**src/rtl/reg_bank.sv**
```systemverilog
// DEPTH x WIDTH register file: one decoded write port, two registered read
// ports with same-cycle write forwarding, and a one-entry-per-cycle clear engine.
module reg_bank #(
    parameter int WIDTH   = 32,
    parameter int DEPTH   = 8,
    parameter bit ZERO_R0 = 1'b0,
    localparam int AW     = $clog2(DEPTH)
) (
    input  logic             clk,
    input  logic             rst_n,
    input  logic             we,
    input  logic [AW-1:0]    wsel,
    input  logic [WIDTH-1:0] wdata,
    input  logic [AW-1:0]    rsel0,
    input  logic [AW-1:0]    rsel1,
    output logic [WIDTH-1:0] rdata0,
    output logic [WIDTH-1:0] rdata1,
    input  logic             clr,
    output logic             busy,
    output logic [DEPTH-1:0] wr_onehot,
    output logic             wr_drop
);

    typedef enum logic {
        IDLE  = 1'b0,
        CLEAR = 1'b1
    } state_t;

    state_t            state, state_nxt;
    logic [AW-1:0]     cnt, cnt_nxt;
    logic [WIDTH-1:0]  regs [DEPTH];
    logic              wr_acc;

    assign wr_acc = we && (state == IDLE) && !(ZERO_R0 && (wsel == '0));
    assign busy   = (state == CLEAR);

    // Read value as seen at this edge: hardwired zero, forwarded write, or array.
    function automatic logic [WIDTH-1:0] read_val(input logic [AW-1:0] sel);
        if (ZERO_R0 && (sel == '0))
            return '0;
        else if (wr_acc && (wsel == sel))
            return wdata;
        else
            return regs[sel];
    endfunction

    always_comb begin
        state_nxt = state;
        cnt_nxt   = cnt;
        case (state)
            IDLE: begin
                if (clr) begin
                    state_nxt = CLEAR;
                    cnt_nxt   = '0;
                end
            end
            CLEAR: begin
                if (cnt == AW'(DEPTH - 1)) begin
                    state_nxt = IDLE;
                    cnt_nxt   = '0;
                end else begin
                    cnt_nxt = cnt + 1'b1;
                end
            end
            default: begin
                state_nxt = IDLE;
                cnt_nxt   = '0;
            end
        endcase
    end

    always_ff @(posedge clk or negedge rst_n) begin
        if (!rst_n) begin
            state <= IDLE;
            cnt   <= '0;
        end else begin
            state <= state_nxt;
            cnt   <= cnt_nxt;
        end
    end

    always_ff @(posedge clk or negedge rst_n) begin
        if (!rst_n) begin
            for (int unsigned i = 0; i < DEPTH; i++)
                regs[i] <= '0;
        end else if (state == CLEAR) begin
            regs[cnt] <= '0;
        end else if (wr_acc) begin
            regs[wsel] <= wdata;
        end
    end

    always_ff @(posedge clk or negedge rst_n) begin
        if (!rst_n) begin
            rdata0    <= '0;
            rdata1    <= '0;
            wr_onehot <= '0;
            wr_drop   <= 1'b0;
        end else begin
            rdata0    <= read_val(rsel0);
            rdata1    <= read_val(rsel1);
            wr_onehot <= wr_acc ? (DEPTH'(1) << wsel) : '0;
            wr_drop   <= we && (state == CLEAR);
        end
    end

endmodule

```
**config.mk**
```make
export PLATFORM = sky130hd
export DESIGN_NAME = reg_bank
export DESIGN_NICKNAME = d
export VERILOG_FILES = /design/src/rtl/reg_bank.sv
export SDC_FILE = /design/constraint.sdc
export NUM_CORES = 1
export LEC_CHECK = 0
export ABC_AREA = 1
export BUFFER_PORTS_ARGS = -buffer_cell sky130_fd_sc_hd__buf_4
export CAP_MARGIN = 20
export CORE_ASPECT_RATIO = 1.2
export CORE_MARGIN = 2
export CORE_UTILIZATION = 35
export CTS_CLUSTER_DIAMETER = 80
export DETAILED_ROUTE_END_ITERATION = 8
export SYNTH_ARGS = -nofsm -noshare
export SYNTH_HDL_FRONTEND = slang
export SYNTH_SLANG_ARGS = --single-unit
```
**constraint.sdc**
```tcl
create_clock -name clk -period 1.8 [get_ports clk]
set_input_delay 0 -clock clk [delete_from_list [all_inputs] [get_ports clk]]
set_output_delay 0 -clock clk [all_outputs]
set_load 0.02 [all_outputs]
```
* Word-level counts from Yosys, hierarchy flattened
Index checks and enable logic that the tools add are counted.
Word-level totals: output and inout port bits 74, register bits 333, word-level logic and storage cells 62
Operators by class: shifts and indexed selects 1, magnitude comparators 6, muxes and demuxes 22, $add $sub $neg 1, reductions and logical operators 7, bitwise operators 7, eq/ne operators 4
Operator list (count):
- $mux W256 | 2
- $and A256 B256 Y256 | 1
- $bwmux W256 | 1
- $mux W32 | 8
- $not A256 Y256 | 1
- $bmux W32 S3 | 2
- $demux W32 S3 | 2
- $ge A4 B4 Y1 const B | 4
- $not A3 Y4 | 4
- $lt A4 B1 Y1 const B | 2
- $mux W8 | 1
- $shl A1 B3 Y8 const A | 1
- $eq A3 B3 Y1 | 2
- $logic_and A1 B1 Y1 | 6
- $mux W3 | 2
- $pmux W3 S2 | 1
- $add A3 B1 Y3 const B | 1
- $eq A3 B3 Y1 const B | 1
- $mux W1 | 2
- $ne A2 B2 Y1 const B | 1
- $pmux W1 S2 | 1
- $reduce_bool A2 Y1 | 1
- $not A1 Y1 | 1

* Longest topological paths before layout
Gate-level depths: netlist of the first run.
depth after elaboration 8, depth in mapped cells 10, gate-level depth less buffers 8

* Worst setup path before layout of the first run
OpenSTA, ideal clock, no wires.
kind reg-to-reg, start point reg state, in the netlist busy, end point reg rdata1[15], data required time 1.683 ns, cell stages (with the launch flop) 9, slack 0.310 ns, data arrival time 1.373 ns, cell sequence dfrtp_1 buf_6 nor2_8 nand2_2 nor2_2 nand2_4 buf_4 nand3_1 nand2_1
Between the ends: longest elaborated chain between the ends 4
Ends and longest elaborated chain:
- start, declared | RTL line 29 | state_t state, state_nxt;
- start signal, assigned | RTL line 77 | state <= state_nxt;
- $not A1 Y1 | RTL line 34 | assign wr_acc = we && (state == IDLE) && !(ZERO_R0 && (wsel == '0));
- $logic_and A1 B1 Y1 | RTL line 34
- $logic_and A1 B1 Y1 | RTL line 41 | else if (wr_acc && (wsel == sel))
- $mux W32 | RTL line 41
- end signal, assigned | RTL line 101 | rdata1 <= read_val(rsel1);
- end, declared | RTL line 17 | output logic [WIDTH-1:0] rdata1,
Every way passes these cells. A chain may end at the register's enable or synchronous reset.

* Worst setup path in the final report of the first run
start point reg state, in the netlist busy, end point reg rdata1[9]
The elaborated chain is that of the path after synthesis.

==> results of run 1 <==
[power by group through the flow]
| stage | Clock [mW] | Sequential, mW | Combinational (mW) |
|---|---|---|---|
| floorplan | 0 | 11.2 | 6.10 |
| global placement | 0 | 10.9 | 9.24 |
| detailed placement | 0 | 11.0 | 9.51 |
| CTS | 7.59 | 10.9 | 9.64 |
| global route | 7.89 | 11.1 | 10.8 |
| finish | 7.51 | 10.9 | 9.74 |
[area by class of cell]
cell class                 instances  area (µm²)  share of cell area
tap                              630         788              0.0391
sequential                       333        8330               0.413
clock inverter                     5        28.8             0.00143
multi-input combinational       1419        6640               0.329
inverter                         315        1190              0.0593
timing repair buffer             215        2020               0.100
clock buffer                      60        1150              0.0573
[metal layers]
layer / routed length [µm] / GRT usage / vias up
li1: - / - / 7435
met2: 30100 / 0.415 / 934
met1: 25000 / 0.317 / 8177
met4: 3450 / 0.141 / 0
met5: 0 / 0 / -
met3: 5430 / 0.0400 / 245
[cell usage after synthesis (4+ instances only)]
library cell and n:
sky130_fd_sc_hd__buf_1 24, sky130_fd_sc_hd__buf_2 83, sky130_fd_sc_hd__buf_4 10, sky130_fd_sc_hd__buf_6 12
sky130_fd_sc_hd__clkbuf_1 30, sky130_fd_sc_hd__dfrtp_1 333, sky130_fd_sc_hd__inv_1 310, sky130_fd_sc_hd__nand2_1 673
sky130_fd_sc_hd__nand2_2 10, sky130_fd_sc_hd__nand3_1 448, sky130_fd_sc_hd__nand4_1 6, sky130_fd_sc_hd__nor2_1 11
sky130_fd_sc_hd__nor2_2 4, sky130_fd_sc_hd__o21ai_0 4, sky130_fd_sc_hd__o22ai_1 256
[stage by stage]
step                      cells  worst slack [ns]  area, µm²  total power [mW]   util
after floorplan            2226             0.310      17000              17.3      -
after global placement     2876             0.259      18600              20.2  0.388
after detailed placement   2876             0.228      18600              20.5  0.388
after CTS                  2977             0.186      20200              28.1  0.420
after global routing       2977             0.105      20200              29.7  0.420
final                      2977             0.164      20200              28.1  0.420
[path summary, 6_finish.rpt]
path / start / endpoint / slack, ns / depth (start not counted)
setup / recovery: busy / rdata1[9] / 0.16 / 7
hold / removal: rsel1[2] / rdata1[24] / 0.09 / 6
setup reg to reg: busy / rdata1[9] / 0.16 / 7
hold reg to reg: regs[58] / regs[58] / 0.54 / 2
max in group asynchronous: rst_n / regs[231] / 1.29 / 3
min in group asynchronous: rst_n / wr_onehot[2] / 0.14 / 3
[repair_timing]
action                     in CTS  in global routing
setup endpoints to repair       0                  0
hold buffers                   36                  0
hold endpoints to repair      658                  0
[sequential cells by signal, summed over array words and instances (netlist names)]
register	flops
regs	256
busy	1
wr_onehot	8
rdata1	32
rdata0	32
cnt	3
wr_drop	1
[worst reg2reg max path, cell delays in order, from the launching register on]
cell,delay (ns)
sky130_fd_sc_hd__dfrtp_1,0.44
sky130_fd_sc_hd__nor2_8,0.25
sky130_fd_sc_hd__nand2_2,0.07
sky130_fd_sc_hd__nor2_2,0.13
sky130_fd_sc_hd__nand2_4,0.09
sky130_fd_sc_hd__inv_6,0.36
sky130_fd_sc_hd__nand2_1,0.14
sky130_fd_sc_hd__nand2_1,0.09
[kinds of logic (layout without fill, tap and decap cells)]
family          after synthesis  in the layout  synth area share
compound gates              262            262            0.0964
fa+ha+maj                     2              2           0.00147
buf+inv                     474            595             0.119
flops                       333            333             0.490
simple gates               1155           1155             0.293
==> Implementation_results.wiki, run 1 <==
{| class="wikitable"
! Metric !! Value
|-
| Most used cell along the critical path || sky130_fd_sc_hd__nand2_1
|-
| Pwr/cell area || between 1000 and 1500 mW/mm²
|-
| TritonCTS clock tree || yes
|-
| Proportion of power drawn by flip-flops and latches || 0.386
|-
| Number of filler cells placed in the layout || about 4800
|-
| Max-cap check violation count || 0
|-
| Warnings, synthesis || 0
|-
| Class of the most critical setup path || flop to flop
|-
| Height of the die || around 250 µm
|-
| Total internal power || roughly 18 mW
|-
| Cells after synthesis || roughly 2200
|-
| Number of CTS-inserted buffers || 37
|-
| Initial Util || 0.354
|-
| Largest driver fanout on the critical path || 32
|-
| Post-synthesis net count || roughly 2300
|-
| Vias in the first global route || ~17000
|-
| Buffers and inverters on the worst path || 1
|-
| Global-route wire length before repair || between 90 and 100 mm
|-
| Die outline area || 0.0503 mm²
|-
| Part of the power in the clock network || 0.267
|-
| Depth of the CTS H-tree || 2
|-
| Overall via count from detail_route || between 15000 and 20000
|-
| Post-CTS Resized || 0
|-
| Most used flip-flop cell after synthesis || sky130_fd_sc_hd__dfrtp_1
|-
| Post-CTS setup buffer count || 0
|-
| Clock slew at the register clock pins of the worst setup and hold paths || 0.06 ns
|-
| Combined area of all synthesized cells || ~0.017 mm²
|-
| Crit path max-delay cell type || sky130_fd_sc_hd__dfrtp_1
|-
| Routed wire length || roughly 64 mm
|-
| Number of distinct standard cells referenced by the synthesized netlist || 21
|-
| Required time of the worst setup path || 2.27 ns
|-
| Largest net degree at the start of global routing || 95
|-
| Post-Route Setup TNS || 0 ns
|-
| Number of max-slew violations in the final report || 0
|-
| Share of Yosys cell area claimed by the top area cell type || 0.490
|-
| Count of nets left with antenna violations after detail routing || 0
|-
| Maximum cell stage delay along the critical path || 0.44 ns
|-
| Total track usage || 0.253
|-
| Antenna Diode Count || 0
|-
| Path type of the worst min-delay path || input port to flop
|-
| Detail-routed net length per standard cell || 21.5 µm
|-
| Max_slew headroom || 0.463
|-
| Slew of the pin with the lowest slew margin || approximately 0.81 ns
|-
| Detail Placement HPWL || around 34 mm
|-
| Clock network latency to the later pin of the worst-skew pair || 0.54 ns
|-
| Cells taking the most area after synthesis || sky130_fd_sc_hd__dfrtp_1 49%, sky130_fd_sc_hd__nand2_1 15%, sky130_fd_sc_hd__nand3_1 13%
|-
| Share of post-route cells with drive strength above 1 || 0.111
|-
| CTS sink count || roughly 330
|-
| Number of endpoints failing setup at the final stage || 0
|-
| Crit path capture type || flop
|-
| Number of synthesized flops with an enable pin || 0
|-
| Fin crit share || 0.909
|-
| Count of input and output buffers || between 100 and 150
|-
| Fmax achieved || between 0.6 and 0.7 GHz
|-
| Remaining global-route overflow || 0
|-
| Category of the worst setup path launch point || flop
|-
| Remaining DRCs || 0
|-
| Top delay family on crit path || simple AND/OR/NAND/NOR gates
|-
| Dominant cell type by area after synthesis || sky130_fd_sc_hd__dfrtp_1
|-
| Power share of the combinational group || 0.346
|-
| Clock skew after layout || about 0.0063 ns
|-
| Portion of the post-synthesis area used by sequential elements || 0.490
|-
| Row Count || between 80 and 90
|-
| Most used cells in the layout excluding fill and tap cells || 673 x sky130_fd_sc_hd__nand2_1, 448 x sky130_fd_sc_hd__nand3_1, 333 x sky130_fd_sc_hd__dfrtp_1
|-
| Result of the run || finished clean
|-
| Number of vias per cell || between 5 and 6
|-
| Setup repair after global routing missed its margin || false
|-
| Critical path cell sequence || nor2_8, nand2_2, nor2_2, nand2_4, inv_6, nand2_1, nand2_1
|-
| Number of DRC markers in iteration 0 || 1744
|-
| Number of synthesized register bits || roughly 330
|-
| Switching power || a little over 10 mW
|-
| Pleak || 10.6 nW
|-
| Routability-driven placement congestion ratio || between 0.8 and 0.9
|-
| I/O Pins || about 120
|-
| Clock Tree Root || sky130_fd_sc_hd__clkbuf_16
|-
| Number of antenna violations at the first check in global routing || 0
|-
| Final-layout worst hold slack || 0.0890 ns
|-
| Layout Area Growth over Synthesis || 18.6%
|-
| Critical path data arrival time || between 2 and 2.5 ns
|-
| Final Critical Period || ~1.6 ns
|-
| Core Area || around 0.048 mm²
|-
| Maximum buffer depth of the clock tree || 3
|-
| Most common cell after layout, fill and taps aside || sky130_fd_sc_hd__nand2_1
|-
| Number of detailed-routing iterations run before antenna repair || 6
|-
| Sw Ratio || 0.368
|-
| Peak VDD IR || between 0.5 and 0.6 mV
|-
| Floorplan die width || 205 µm
|-
| Nets@finish || between 2000 and 2500
|-
| Mean area per synthesized cell || 7.63 µm²
|-
| Hold violation total from the final report || 0
|-
| Fraction of synthesis flops using an asynchronous set or reset pin || 1.00
|}
(Power assumes the default switching activity.)
==> inputs of run 2 (changes only) <==
- clock period: 1.8 -> 1.3 ns (I/O delays scaled with it)
==> Implementation_results.wiki, run 2 (same netlist as run 1, synthesis figures left out) <==
{| class="wikitable"
! Metric !! Value
|-
| Result of the run || complete, but fails checks
|-
| Violations in the final reports || negative setup slack
|-
| Number of CTS-inserted buffers || 37
|-
| Critical path data arrival time || roughly 1.8 ns
|-
| Die outline area || around 0.05 mm²
|-
| Peak VDD IR || 0.782 mV
|-
| Largest driver fanout on the critical path || 32
|-
| Most common cell after layout, fill and taps aside || sky130_fd_sc_hd__nand2_1
|-
| Cell area reported after detailed placement || ~0.019 mm²
|-
| Maximum cell stage delay along the critical path || between 0.4 and 0.5 ns
|-
| Number of max-slew violations in the final report || 0
|-
| I/O Pins || 119
|-
| Count of nets left with antenna violations after detail routing || 0
|-
| Total track usage || 0.258
|-
| First element of the critical path || busy
|-
| Core Area || slightly below 0.05 mm²
|-
| Clock Tree Root || sky130_fd_sc_hd__clkbuf_16
|-
| Maximum buffer depth of the clock tree || 3
|-
| Layout Area Growth over Synthesis || 25.9%
|-
| Count of input and output buffers || ~120
|-
| Post-CTS setup buffer count || 0
|-
| Fmax achieved || ~0.70 GHz
|-
| Max_slew headroom || 0.709
|-
| Number of antenna violations at the first check in global routing || 0
|-
| Nets@finish || ~2400
|-
| Number of flip-flops under the largest register name || 256
|-
| Top reg by flops || regs
|-
| CTS sink count || ~330
|-
| Slew of the pin with the lowest slew margin || ~0.44 ns
|-
| Pleak || 11.1 nW
|-
| Row Count || 88
|-
| Largest registers || regs x256, rdata0 x32, rdata1 x32
|-
| Path type of the worst min-delay path || input port to flop
|-
| Initial Util || 0.354
|-
| Required time of the worst setup path || approximately 1.7 ns
|-
| Crit path capture type || flop
|-
| Number of DRC markers in iteration 0 || 2129
|-
| Routability-driven placement congestion ratio || 0.852
|-
| Final Critical Period || between 1 and 1.5 ns
|-
| Remaining DRCs || 0
|-
| Floorplan die width || approximately 210 µm
|-
| Antenna Diode Count || 0
|-
| Hold violation total from the final report || 0
|-
| Clock skew after layout || around 0.015 ns
|-
| Height of the die || around 250 µm
|-
| Final worst-path setup slack || -0.124 ns
|-
| Detail Placement HPWL || around 37 mm
|-
| Setup repair after global routing missed its margin || true
|-
| Number of detailed-routing iterations run before antenna repair || 8
|-
| Fin crit share || 1.10
|-
| Detail-routed net length per standard cell || between 20 and 25 µm
|-
| Number of endpoints failing setup at the final stage || just over 300
|-
| Number of filler cells placed in the layout || between 4000 and 5000
|-
| Reg-to-Reg Start || busy
|-
| Remaining global-route overflow || 0
|-
| Clock slew at the register clock pins of the worst setup and hold paths || 0.06 ns
|-
| Class of the most critical setup path || flop to flop
|-
| Largest net degree at the start of global routing || 75
|-
| Overall via count from detail_route || roughly 17000
|-
| Clock network latency to the later pin of the worst-skew pair || ~0.54 ns
|-
| Routed wire length || approximately 66 mm
|-
| Depth of the CTS H-tree || 2
|-
| Design Area, Final || 0.0214 mm²
|-
| Global-route wire length before repair || ~100 mm
|-
| TritonCTS clock tree || yes
|-
| Most used cells in the layout excluding fill and tap cells || 610 x sky130_fd_sc_hd__nand2_1, 423 x sky130_fd_sc_hd__nand3_1, 332 x sky130_fd_sc_hd__dfrtp_1
|-
| Category of the worst setup path launch point || flop
|-
| Max-cap check violation count || 0
|-
| Final instance count without filler cells || about 3000
|-
| Vias in the first global route || 17123
|-
| Pwr/cell area || 1900 mW/mm²
|-
| Placed Instances || ~2900
|-
| Crit path max-delay cell type || sky130_fd_sc_hd__dfrtp_2
|-
| Number of vias per cell || 5.64
|-
| Min-Delay Startpoint || wsel[0]
|-
| Share of post-route cells with drive strength above 1 || 0.165
|-
| Critical path cell sequence || buf_4, nand2_1, o21ai_4, buf_12, o22ai_1
|}
==> run 2: repair_timing <==
item | 4_1_cts | 5_1_grt
hold buffers | 36 | 0
hold endpoints to repair | 658 | 0
resized for setup | 25 | 80
setup endpoints to repair | 291 | 349
cloned | 1 | 8
pin swaps | 2 | 42
==> run 2: area by class of cell <==
cell class / instances / area (µm²) / share of cell area
multi-input cells: 1420 / 7010 / 0.328
repair buffers: 253 / 2800 / 0.131
clock buffers: 53 / 1100 / 0.0513
flip-flops and latches: 333 / 8330 / 0.390
clock inverters: 15 / 156 / 0.00731
well taps: 630 / 788 / 0.0368
inverters: 315 / 1210 / 0.0567
==> run 2: worst max-delay path: cells and delay by family (launching register included) <==
kind / cells / cell delay [ns]
DFF: 1 / 0.46
buffers and inverters: 2 / 0.45
AOI/OAI and AO/OA: 2 / 0.29
and+or+nand+nor: 1 / 0.09
==> run 2: final timing paths <==
path | depth (start not counted) | slack [ns] | to
setup / recovery | 5 | -0.12 | regs[29]
hold / removal | 5 | 0.06 | wr_onehot[4]
setup reg to reg | 5 | -0.12 | regs[29]
hold reg to reg | 2 | 0.54 | regs[14]
max in group asynchronous | 5 | 0.08 | regs[100]
min in group asynchronous | 3 | 0.44 | regs[25]
==> run 2: stage by stage <==
step	worst slack, ns	TNS, ns	util	power, mW	hold slack, ns
final	-0.124	-23.26	0.446	40.7	0.0604
after detailed placement	-0.133	-17.60	0.400	29.1	-0.122
after floorplan	-0.0994	-13.18	-	24.1	-0.296
after CTS	-0.109	-17.03	0.436	40.2	0.0455
after global routing	-0.165	-36.42	0.446	43.0	0.0756
after global placement	-0.126	-12.92	0.400	28.6	-0.117
==> run 2: where the power goes <==
part / total, mW / internal [mW] / switching (mW) / leakage [nW]
logic: 14.7 / 5.34 / 9.33 / 6.07
clock network: 10.9 / 6.49 / 4.43 / 0.625
registers: 15.1 / 13.9 / 1.18 / 4.44
==> run 2: metal layers <==
| layer | up-vias | global-route usage | routed length, µm |
|---|---|---|---|
| li1 | 7535 | - | - |
| met1 | 8179 | 0.324 | 25500 |
| met2 | 1073 | 0.422 | 31200 |
| met3 | 251 | 0.0404 | 6050 |
| met4 | 0 | 0.142 | 3700 |
| met5 | - | 0 | 0 |
